**src/rtl/axil_pkg.sv**
```systemverilog
`default_nettype none
// ============================================================================
//  Module   : axil_pkg
//  Purpose  : Shared types and constants for the CPU-to-AXI4-Lite bridge and
//             the lane-alignment helper.
//  Contents : size_e (access size), state_e (bridge FSM states),
//             AXI_RESP_OKAY, is_misaligned() helper.
//  Revision : 1.0 - initial release
// ============================================================================
package axil_pkg;

    typedef enum logic [1:0] {
        SZ_BYTE = 2'd0,
        SZ_HALF = 2'd1,
        SZ_WORD = 2'd2
    } size_e;

    typedef enum logic [2:0] {
        ST_IDLE       = 3'd0,
        ST_WADDR_DATA = 3'd1,
        ST_WRESP      = 3'd2,
        ST_RADDR      = 3'd3,
        ST_RDATA      = 3'd4,
        ST_RESP       = 3'd5
    } state_e;

    localparam logic [1:0] AXI_RESP_OKAY = 2'b00;

    // Raw 2-bit size so that the illegal encoding 3 can be flagged too.
    function automatic logic is_misaligned(input logic [1:0] size,
                                           input logic [1:0] lane);
        case (size)
            2'd0:    return 1'b0;
            2'd1:    return lane[0];
            2'd2:    return |lane;
            default: return 1'b1;
        endcase
    endfunction

endpackage
`default_nettype wire

```
**src/rtl/axil_lane_align.sv**
```systemverilog
`default_nettype none
// ============================================================================
//  Module   : axil_lane_align
//  Purpose  : Purely combinational byte-lane helper for 32-bit AXI masters.
//             Write side: strobe generation and write-data replication.
//             Read side : right-shift by lane and sign/zero extension.
//  Ports    : wr_size_i/wr_lane_i/wr_data_i -> wr_strb_o/wr_data_o
//             rd_size_i/rd_lane_i/rd_signed_i/rd_data_i -> rd_data_o
//  Revision : 1.0 - initial release
// ============================================================================
module axil_lane_align
    import axil_pkg::*;
(
    input  size_e       wr_size_i,
    input  logic [1:0]  wr_lane_i,
    input  logic [31:0] wr_data_i,
    output logic [3:0]  wr_strb_o,
    output logic [31:0] wr_data_o,
    input  size_e       rd_size_i,
    input  logic [1:0]  rd_lane_i,
    input  logic        rd_signed_i,
    input  logic [31:0] rd_data_i,
    output logic [31:0] rd_data_o
);

    logic [31:0] rd_shifted;

    always_comb begin
        case (wr_size_i)
            SZ_BYTE: begin
                wr_strb_o = 4'b0001 << wr_lane_i;
                wr_data_o = {4{wr_data_i[7:0]}};
            end
            SZ_HALF: begin
                wr_strb_o = 4'b0011 << wr_lane_i;
                wr_data_o = {2{wr_data_i[15:0]}};
            end
            default: begin
                wr_strb_o = 4'b1111;
                wr_data_o = wr_data_i;
            end
        endcase
    end

    assign rd_shifted = rd_data_i >> {rd_lane_i, 3'b000};

    always_comb begin
        case (rd_size_i)
            SZ_BYTE: rd_data_o = {{24{rd_signed_i & rd_shifted[7]}},  rd_shifted[7:0]};
            SZ_HALF: rd_data_o = {{16{rd_signed_i & rd_shifted[15]}}, rd_shifted[15:0]};
            default: rd_data_o = rd_shifted;
        endcase
    end

endmodule
`default_nettype wire

```
**src/rtl/axil_cpu_master.sv**
```systemverilog
`default_nettype none
// ============================================================================
//  Module   : axil_cpu_master
//  Purpose  : Converts single CPU load/store requests into one AXI4-Lite
//             read or write transaction each; one request in flight.
//  Ports    : aclk/aresetn        - clock, async active-low reset
//             req_* / rsp_*       - CPU request/response port
//             m_axil_*            - AXI4-Lite master (AW, W, B, AR, R)
//  Revision : 1.0 - initial release
// ============================================================================
module axil_cpu_master
    import axil_pkg::*;
#(
    parameter int ADDR_WIDTH = 32,
    parameter int DATA_WIDTH = 32,
    parameter int STRB_WIDTH = DATA_WIDTH / 8
) (
    input  logic                  aclk,
    input  logic                  aresetn,
    input  logic                  req_valid,
    output logic                  req_ready,
    input  logic                  req_write,
    input  logic [1:0]            req_size,
    input  logic                  req_signed,
    input  logic [ADDR_WIDTH-1:0] req_addr,
    input  logic [DATA_WIDTH-1:0] req_wdata,
    output logic                  rsp_valid,
    output logic [DATA_WIDTH-1:0] rsp_rdata,
    output logic                  rsp_error,
    output logic [ADDR_WIDTH-1:0] m_axil_awaddr,
    output logic [2:0]            m_axil_awprot,
    output logic                  m_axil_awvalid,
    input  logic                  m_axil_awready,
    output logic [DATA_WIDTH-1:0] m_axil_wdata,
    output logic [STRB_WIDTH-1:0] m_axil_wstrb,
    output logic                  m_axil_wvalid,
    input  logic                  m_axil_wready,
    input  logic [1:0]            m_axil_bresp,
    input  logic                  m_axil_bvalid,
    output logic                  m_axil_bready,
    output logic [ADDR_WIDTH-1:0] m_axil_araddr,
    output logic [2:0]            m_axil_arprot,
    output logic                  m_axil_arvalid,
    input  logic                  m_axil_arready,
    input  logic [DATA_WIDTH-1:0] m_axil_rdata,
    input  logic [1:0]            m_axil_rresp,
    input  logic                  m_axil_rvalid,
    output logic                  m_axil_rready
);

    generate
        if (DATA_WIDTH != 32) begin : g_bad_width
            $error("axil_cpu_master supports DATA_WIDTH = 32 only");
        end
    endgenerate

    state_e                state_q;
    logic [ADDR_WIDTH-1:0] awaddr_q, araddr_q;
    logic [DATA_WIDTH-1:0] wdata_q, rsp_rdata_q;
    logic [STRB_WIDTH-1:0] wstrb_q;
    logic                  awvalid_q, wvalid_q, aw_done_q, w_done_q;
    logic                  bready_q, arvalid_q, rready_q;
    logic                  rsp_valid_q, rsp_error_q, signed_q;
    logic [1:0]            lane_q;
    size_e                 size_q;

    logic [ADDR_WIDTH-1:0] req_addr_aligned;
    logic [3:0]            wr_strb;
    logic [31:0]           wr_data, rd_data;
    logic                  aw_hs, w_hs;

    assign req_addr_aligned = {req_addr[ADDR_WIDTH-1:2], 2'b00};
    assign aw_hs            = awvalid_q & m_axil_awready;
    assign w_hs             = wvalid_q  & m_axil_wready;

    // Write side is fed straight from the request so the lanes can be
    // latched on the accept edge; read side uses the latched request.
    axil_lane_align u_align (
        .wr_size_i   (size_e'(req_size)),
        .wr_lane_i   (req_addr[1:0]),
        .wr_data_i   (req_wdata),
        .wr_strb_o   (wr_strb),
        .wr_data_o   (wr_data),
        .rd_size_i   (size_q),
        .rd_lane_i   (lane_q),
        .rd_signed_i (signed_q),
        .rd_data_i   (m_axil_rdata),
        .rd_data_o   (rd_data)
    );

    always_ff @(posedge aclk or negedge aresetn) begin
        if (!aresetn) begin
            state_q     <= ST_IDLE;
            awaddr_q    <= '0;
            araddr_q    <= '0;
            wdata_q     <= '0;
            wstrb_q     <= '0;
            awvalid_q   <= 1'b0;
            wvalid_q    <= 1'b0;
            aw_done_q   <= 1'b0;
            w_done_q    <= 1'b0;
            bready_q    <= 1'b0;
            arvalid_q   <= 1'b0;
            rready_q    <= 1'b0;
            rsp_valid_q <= 1'b0;
            rsp_error_q <= 1'b0;
            rsp_rdata_q <= '0;
            lane_q      <= 2'b00;
            size_q      <= SZ_BYTE;
            signed_q    <= 1'b0;
        end else begin
            rsp_valid_q <= 1'b0;
            case (state_q)
                ST_IDLE: begin
                    if (req_valid) begin
                        lane_q   <= req_addr[1:0];
                        signed_q <= req_signed;
                        if (is_misaligned(req_size, req_addr[1:0])) begin
                            // No bus activity: answer directly with an error.
                            rsp_valid_q <= 1'b1;
                            rsp_error_q <= 1'b1;
                            rsp_rdata_q <= '0;
                            state_q     <= ST_RESP;
                        end else if (req_write) begin
                            size_q    <= size_e'(req_size);
                            awaddr_q  <= req_addr_aligned;
                            wdata_q   <= wr_data;
                            wstrb_q   <= wr_strb;
                            awvalid_q <= 1'b1;
                            wvalid_q  <= 1'b1;
                            aw_done_q <= 1'b0;
                            w_done_q  <= 1'b0;
                            state_q   <= ST_WADDR_DATA;
                        end else begin
                            size_q    <= size_e'(req_size);
                            araddr_q  <= req_addr_aligned;
                            arvalid_q <= 1'b1;
                            state_q   <= ST_RADDR;
                        end
                    end
                end
                ST_WADDR_DATA: begin
                    // AW and W complete independently in any order.
                    if (aw_hs) begin
                        awvalid_q <= 1'b0;
                        aw_done_q <= 1'b1;
                    end
                    if (w_hs) begin
                        wvalid_q <= 1'b0;
                        w_done_q <= 1'b1;
                    end
                    if ((aw_done_q | aw_hs) & (w_done_q | w_hs)) begin
                        bready_q <= 1'b1;
                        state_q  <= ST_WRESP;
                    end
                end
                ST_WRESP: begin
                    if (m_axil_bvalid && bready_q) begin
                        bready_q    <= 1'b0;
                        rsp_valid_q <= 1'b1;
                        rsp_error_q <= (m_axil_bresp != AXI_RESP_OKAY);
                        rsp_rdata_q <= '0;
                        state_q     <= ST_RESP;
                    end
                end
                ST_RADDR: begin
                    if (arvalid_q && m_axil_arready) begin
                        arvalid_q <= 1'b0;
                        rready_q  <= 1'b1;
                        state_q   <= ST_RDATA;
                    end
                end
                ST_RDATA: begin
                    if (m_axil_rvalid && rready_q) begin
                        // Data is returned even when the slave flags an error.
                        rready_q    <= 1'b0;
                        rsp_valid_q <= 1'b1;
                        rsp_error_q <= (m_axil_rresp != AXI_RESP_OKAY);
                        rsp_rdata_q <= rd_data;
                        state_q     <= ST_RESP;
                    end
                end
                ST_RESP: begin
                    state_q <= ST_IDLE;
                end
                default: begin
                    state_q <= ST_IDLE;
                end
            endcase
        end
    end

    assign req_ready      = (state_q == ST_IDLE);
    assign rsp_valid      = rsp_valid_q;
    assign rsp_rdata      = rsp_rdata_q;
    assign rsp_error      = rsp_error_q;
    assign m_axil_awaddr  = awaddr_q;
    assign m_axil_awprot  = 3'b000;
    assign m_axil_awvalid = awvalid_q;
    assign m_axil_wdata   = wdata_q;
    assign m_axil_wstrb   = wstrb_q;
    assign m_axil_wvalid  = wvalid_q;
    assign m_axil_bready  = bready_q;
    assign m_axil_araddr  = araddr_q;
    assign m_axil_arprot  = 3'b000;
    assign m_axil_arvalid = arvalid_q;
    assign m_axil_rready  = rready_q;

endmodule
`default_nettype wire

```
**config.mk**
```make
export PLATFORM = sky130hd
export DESIGN_NAME = axil_cpu_master
export DESIGN_NICKNAME = d
export VERILOG_FILES = /design/src/rtl/axil_pkg.sv /design/src/rtl/axil_lane_align.sv /design/src/rtl/axil_cpu_master.sv
export SDC_FILE = /design/constraint.sdc
export NUM_CORES = 1
export LEC_CHECK = 0
export ABC_AREA = 0
export CAP_MARGIN = 30
export CORE_ASPECT_RATIO = 1.5
export CORE_MARGIN = 4
export CORE_UTILIZATION = 46
export CTS_BUF_LIST = sky130_fd_sc_hd__clkbuf_4 sky130_fd_sc_hd__clkbuf_8
export CTS_CLUSTER_SIZE = 20
export DETAILED_ROUTE_END_ITERATION = 7
export GPL_TIMING_DRIVEN = 0
export PLACE_DENSITY_LB_ADDON = 0.25
export SYNTH_ARGS = -nofsm -noshare
export SYNTH_HDL_FRONTEND = slang
export SYNTH_SLANG_ARGS = --single-unit
```
**constraint.sdc**
```tcl
create_clock -name aclk -period 2.87 [get_ports aclk]
set_clock_uncertainty 0.1 [all_clocks]
set_input_delay 0.574 -clock aclk [delete_from_list [all_inputs] [get_ports aclk]]
set_output_delay 0.574 -clock aclk [all_outputs]
set_load 0.02 [all_outputs]
```
---- Yosys cells after proc, flatten, opt, wreduce, memory -nomap -nowiden ----
Index checks and enable logic that the tools add are counted.
word-level totals
  bits in registers ....................... 145
  bits in latches ......................... 0
  memory bits (writable) .................. 0
  ROM bits ................................ 0
  bits of input ports ..................... 112
  output and inout bits ................... 146
  word-level logic and storage cells ...... 127
  memories ................................ 0
cells by class
  add/sub/neg operators ................... 0
  multiply operators ...................... 0
  divide/modulo/power cells ............... 0
  magnitude comparators ................... 0
  equality and inequality tests ........... 18
  shift-type cells ........................ 3
  multiplexer cells ....................... 54
  bitwise operators ....................... 9
  reductions and logical operators ........ 25
operators with widths
  operator                                                                count
  32-bit 2-to-1 mux                                                       4
  32-bit one-hot mux with 2 select lines                                  2
  32-bit one-hot mux with 3 select lines                                  1
  32-bit by 5-bit >> shifter with 32-bit output                           1
  1-bit 2-to-1 mux                                                        28
  5-bit AND reduction                                                     5
  3-bit 2-to-1 mux                                                        6
  2-bit != test (second input constant)                                   9
  3-bit one-hot mux with 5 select lines                                   1
  1-bit one-hot mux with 2 select lines                                   7
  2-bit nonzero test                                                      6
  1-bit one-hot mux with 3 select lines                                   3
  3-bit AND reduction                                                     3
  4-bit one-hot mux with 2 select lines                                   1
  4-bit AND reduction                                                     2
  3-bit by 2-bit equality test with 1-bit output (second input constant)  2
  1-bit AND                                                               5
  2-bit by 1-bit equality test with 1-bit output (second input constant)  2
  2-bit logical NOT                                                       2
  2-bit by 1-bit != test with 1-bit output (second input constant)        2
  1-bit by 2-bit left shift with 4-bit output (first input constant)      1
  2-bit by 2-bit left shift with 4-bit output (first input constant)      1
  3-bit by 1-bit equality test with 1-bit output (second input constant)  1
  3-bit equality test (second input constant)                             1
  9 further kinds                                                         13

---- Logic depth before layout (Yosys ltp) ----
  depth after elaboration ................. 7
  gate-level depth with buffers ........... 8
  gate-level depth less buffers ........... 5

---- Hierarchy ----
A second synthesis with hierarchy kept.
unflattened totals
  cell total of the unflattened synthesis .. 610
  area, all modules ....................... 7340.8 µm²
by module, submodules not included
  module           instances  cells an instance  area an instance (µm²)
  axil_cpu_master  1          442                6070.8
  axil_lane_align  1          168                1270.0

---- Worst setup path after synthesis ----
Ideal clock, no wire load.
  path type ............................... input to register
  from .................................... input port req_size[0]
  to ...................................... register araddr_q[10], in the netlist m_axil_araddr[10]
  library setup time ...................... 125 ps
  arrival ................................. 1927 ps
  required time ........................... 2645 ps
  slack ................................... 718 ps
  stages on the path ...................... 6
  buffers on the path ..................... 2
  cell sequence ........................... a21oi_1 -> o21ai_2 -> or2_1 -> buf_6 -> buf_6 -> mux2_4
on the way
  word-level cells in the longest chain between the ends .. 6
  elaborated cells on any way between the ends .. 8
  classes of those cells .................. eq/ne: 2; mux: 3; bitwise: 1; reduce/logical: 2
RTL lines
  what                                         line                    RTL
  start, declared                              axil_cpu_master.sv:23   input logic [1:0] req_size,
  2-bit equality test (tied with other cells)  axil_pkg.sv:32          case (size)
  1-bit one-hot mux with 3 select lines (*)    axil_pkg.sv:32
  1-bit 2-to-1 mux (*)                         axil_cpu_master.sv:115  if (req_valid) begin
  1-bit 2-to-1 mux (*)                         axil_cpu_master.sv:113  case (state_q)
  1-bit inverter (no line) (*)                 --
  4-bit AND reduction (no line) (*)            --
  end signal, assigned                         axil_cpu_master.sv:136  araddr_q <= req_addr_aligned;
  end, declared                                axil_cpu_master.sv:58   logic [ADDR_WIDTH-1:0] awaddr_q, araddr_q;
Every way passes the cells marked *; elsewhere a longest branch is shown, timed or not. The select of a mux whose other input is x is not followed.
A chain may end at the register's enable or synchronous reset.

---- Worst setup path after layout ----
  from .................................... register state_q[0]
  to ...................................... output port req_ready
on the way
  word-level cells in the longest chain between the ends .. 1
RTL lines
  what                    line                    RTL
  start, declared         axil_cpu_master.sv:57   state_e state_q;
  start signal, assigned  axil_cpu_master.sv:93   state_q <= ST_IDLE;
  start signal, assigned  axil_cpu_master.sv:123  state_q <= ST_RESP;
  start signal, assigned  axil_cpu_master.sv:133  state_q <= ST_WADDR_DATA;
  3-bit logical NOT       axil_cpu_master.sv:193  assign req_ready = (state_q == ST_IDLE);
  end, declared           axil_cpu_master.sv:21   output logic req_ready,
No other way between the ends.

==> results.ini <==
[final_layout]
nFillCells = 1073
final_util_pct = 69.0
final_common_cell = clkdlybuf4s50_1
diodes = 0
nNetsFinal = 954
fin_cells = 1050
area_delta_synth_final_pct = 46.9
final_cell_mix = clkdlybuf4s50_1, dfrtp_1, nand2_1
drive_gt1_share_pct = 17.7

[global_routing]
grt_start_max_net_pins = 100
grt_pass1_vias = 6134
grtUsageTotal_pct = 24.9
gr-total-overflow = 0
grt_pass1_wl_um = 32500
antenna_found_initial = 0

[worst_setup_path]
crit_fanout = 10
cp_cell_sequence = buf_2, clkbuf_1, nor3_1, clkdlybuf4s50_1
max_stage_delay_ps = 630
crit_type = reg2out
cp_top_family = buffers and inverters
worst-endpoint-arrival_ps = 2080
cp-start-kind = flip-flop
cp.required_ps = 2200
cp.buffers_inverters = 3
crit_slowest_cell = clkdlybuf4s50_1
cp-end-kind = output pin

[detailed_routing]
detail_route.first_pass.iterations = 5
wirelength_um = 20900
drtIter0Drc = 221
wl_per_cell_um = 19.9
postRouteAntennaNets = 0
routed.top_layer = met4
met1_length_um = 7580
drc = 0
vias = 5635
via_per_inst = 5.37
dr_wl_met3_um = 1780
wl_met2_um = 10700

[synthesis]
syn_area_um2 = 6820
async_flop_share_pct = 100
synth_cells = 565
ys_seq_area_share_pct = 53.2
synth_top_area_share_pct = 53.2
yosys.area_share.simple_pct = 8.49
synthAdderAreaFrac_pct = 0
synth_edf_count = 0
synth_top_flop_cell = dfrtp_1
synth-xor-area-share_pct = 0
ys_warn_count = 0
yosysUniqueCellTypes = 52
ys_ff_latch = 145
syn_area_per_cell_um2 = 12.1
synth_compound_area_share_pct = 12.6
muxShareOfSynthArea_pct = 20.8
synth_largest_area_cell = dfrtp_1
synth_top_family_by_area = multiplexers
synth_area_leaders = dfrtp_1, mux2_2, mux2_4

[pwr]
leakagePower_nw = 4.53
powerDensity_nw_per_um2 = 1040
total_power_mw = 10.5
vdd_ir_drop_max_mv = 0.663

[clock_network]
clock_sinks = 145
path_clk_slew_ps = 80
cts_tree = yes
cts_max_level = 4
cts_buffers = 17
cts_setup_buffers = 0
cts_root_buf = clkbuf_8
cts_buffer_depth = 2
clk_latency_ps = 430

[place]
dp.cells = 1018
dp_hpwl_um = 15900
routabilityCongestion = 0.929
portBuffers = 247

[floorplanning]
start_util_pct = 47.0
die_area_um2 = 16900
ios = 258
core_area_um2 = 14500
placementRows = 54
fp.dieH_um = 157
die_w_um = 107

[timing]
clock.fmax_mhz = 363
hold_slack_ps = 387
drv_slew = 0
setup_tns_ps = 0
max_slew_margin_pct = 34.4
fin_crit_sh_pct = 95.9
final_hold_viol_count = 0
period_needed_ps = 2750
tightest_slew_ps = 981
grt_setup_unrepaired = false
setup_viol = 0

[run_status]
status = complete, no violations

[worst_hold_path]
hold_path_class = reg2reg

[flow_run]
drv_cap = 0

## registers in the layout (all words and copies together), names as in the netlist
signal          count
lane_q              2
rsp_rdata          32
rsp_valid           1
m_axil_rready       1
state_q             3
rsp_error           1
m_axil_arvalid      1
m_axil_araddr      30
aw_done_q           1
m_axil_bready       1
signed_q            1
m_axil_wstrb        4
m_axil_wdata       32
w_done_q            1
m_axil_awvalid      1
m_axil_wvalid       1
m_axil_awaddr      30
size_q              2
## kinds of logic (layout without fill, tap and decap cells)
kind of cell / after synthesis / after routing
other: 1 / 10
buffers and inverters: 55 / 335
flip-flops: 145 / 145
AND/OR/NAND/NOR: 119 / 119
AO/OA/AOI/OAI: 126 / 126
multiplexers: 119 / 119
## what timing repair did
action,4_1_cts,5_1_grt
setup endpoints to repair,0,0
gates resized for setup,0,0
hold buffers,1,0
hold endpoints to repair,46,0
## routing by layer
metal / vias to the layer above / global-route usage (%)
met5: - / 0
met4: 0 / 11.3
met3: 48 / 9.03
met2: 251 / 43.8
met1: 2764 / 26.6
li1: 2572 / -
## worst paths after layout
path                                  start          endpoint  slack, ps  cells past startpoint
min in group asynchronous           aresetn     rsp_rdata[18]        530                      2
max in group asynchronous           aresetn    m_axil_awvalid       1250                      3
setup / recovery                 state_q[0]         req_ready        120                      4
hold reg to reg            m_axil_wdata[31]  m_axil_wdata[31]        390                      2
setup reg to reg                  lane_q[1]     rsp_rdata[27]        620                      5
hold / removal             m_axil_wdata[31]  m_axil_wdata[31]        390                      2
## report_power, final
part           switching [mW]  internal (mW)
Clock                   0.812          0.859
Sequential              0.507           2.92
Combinational            2.69           2.67
Total                    4.01           6.45
## area by class of cell
class / instances / area [µm²] / area share [%]
plain buffers: 49 / 309 / 3.08
clock buffers: 21 / 283 / 2.82
clock inverters: 10 / 124 / 1.24
inverters: 6 / 22.5 / 0.225
multi-input cells: 374 / 2900 / 28.9
flip-flops and latches: 145 / 3630 / 36.2
well taps: 196 / 245 / 2.45
repair buffers: 249 / 2510 / 25.1
## metrics by stage
stage | cell area, µm² | setup WS, ps
after floorplan | 6860 | 718
after global placement | 9570 | -4600
after detailed placement | 9600 | -141
after CTS | 10000 | 85.0
after global routing | 10000 | 12.6
final | 10000 | 118
## synth_stat cells (2+ instances only)
cell type / number
a2bb2oi_1: 8
nor2_1: 30
a21oi_1: 21
buf_2: 13
dfrtp_1: 145
nand4_1: 2
a22o_1: 9
mux4_2: 2
inv_1: 6
buf_4: 11
buf_6: 9
a221o_1: 4
a31oi_1: 7
clkbuf_1: 14
mux2_4: 29
mux2_2: 45
a32o_1: 7
nand2_1: 51
nor3_1: 9
o21ai_0: 41
o211ai_1: 3
buf_1: 2
nor2b_1: 9
a21boi_0: 2
a211o_1: 15
nor3b_1: 2
mux2i_1: 43
nand2b_1: 2
## worst reg2reg max path, stage by stage, from the launching register on
cell and delay [ps]:
dfrtp_1 330, clkbuf_1 400, mux4_2 590, nor4_2 340
buf_2 290, a221o_1 140
No activity file was read; power rests on OpenSTA's default activity.
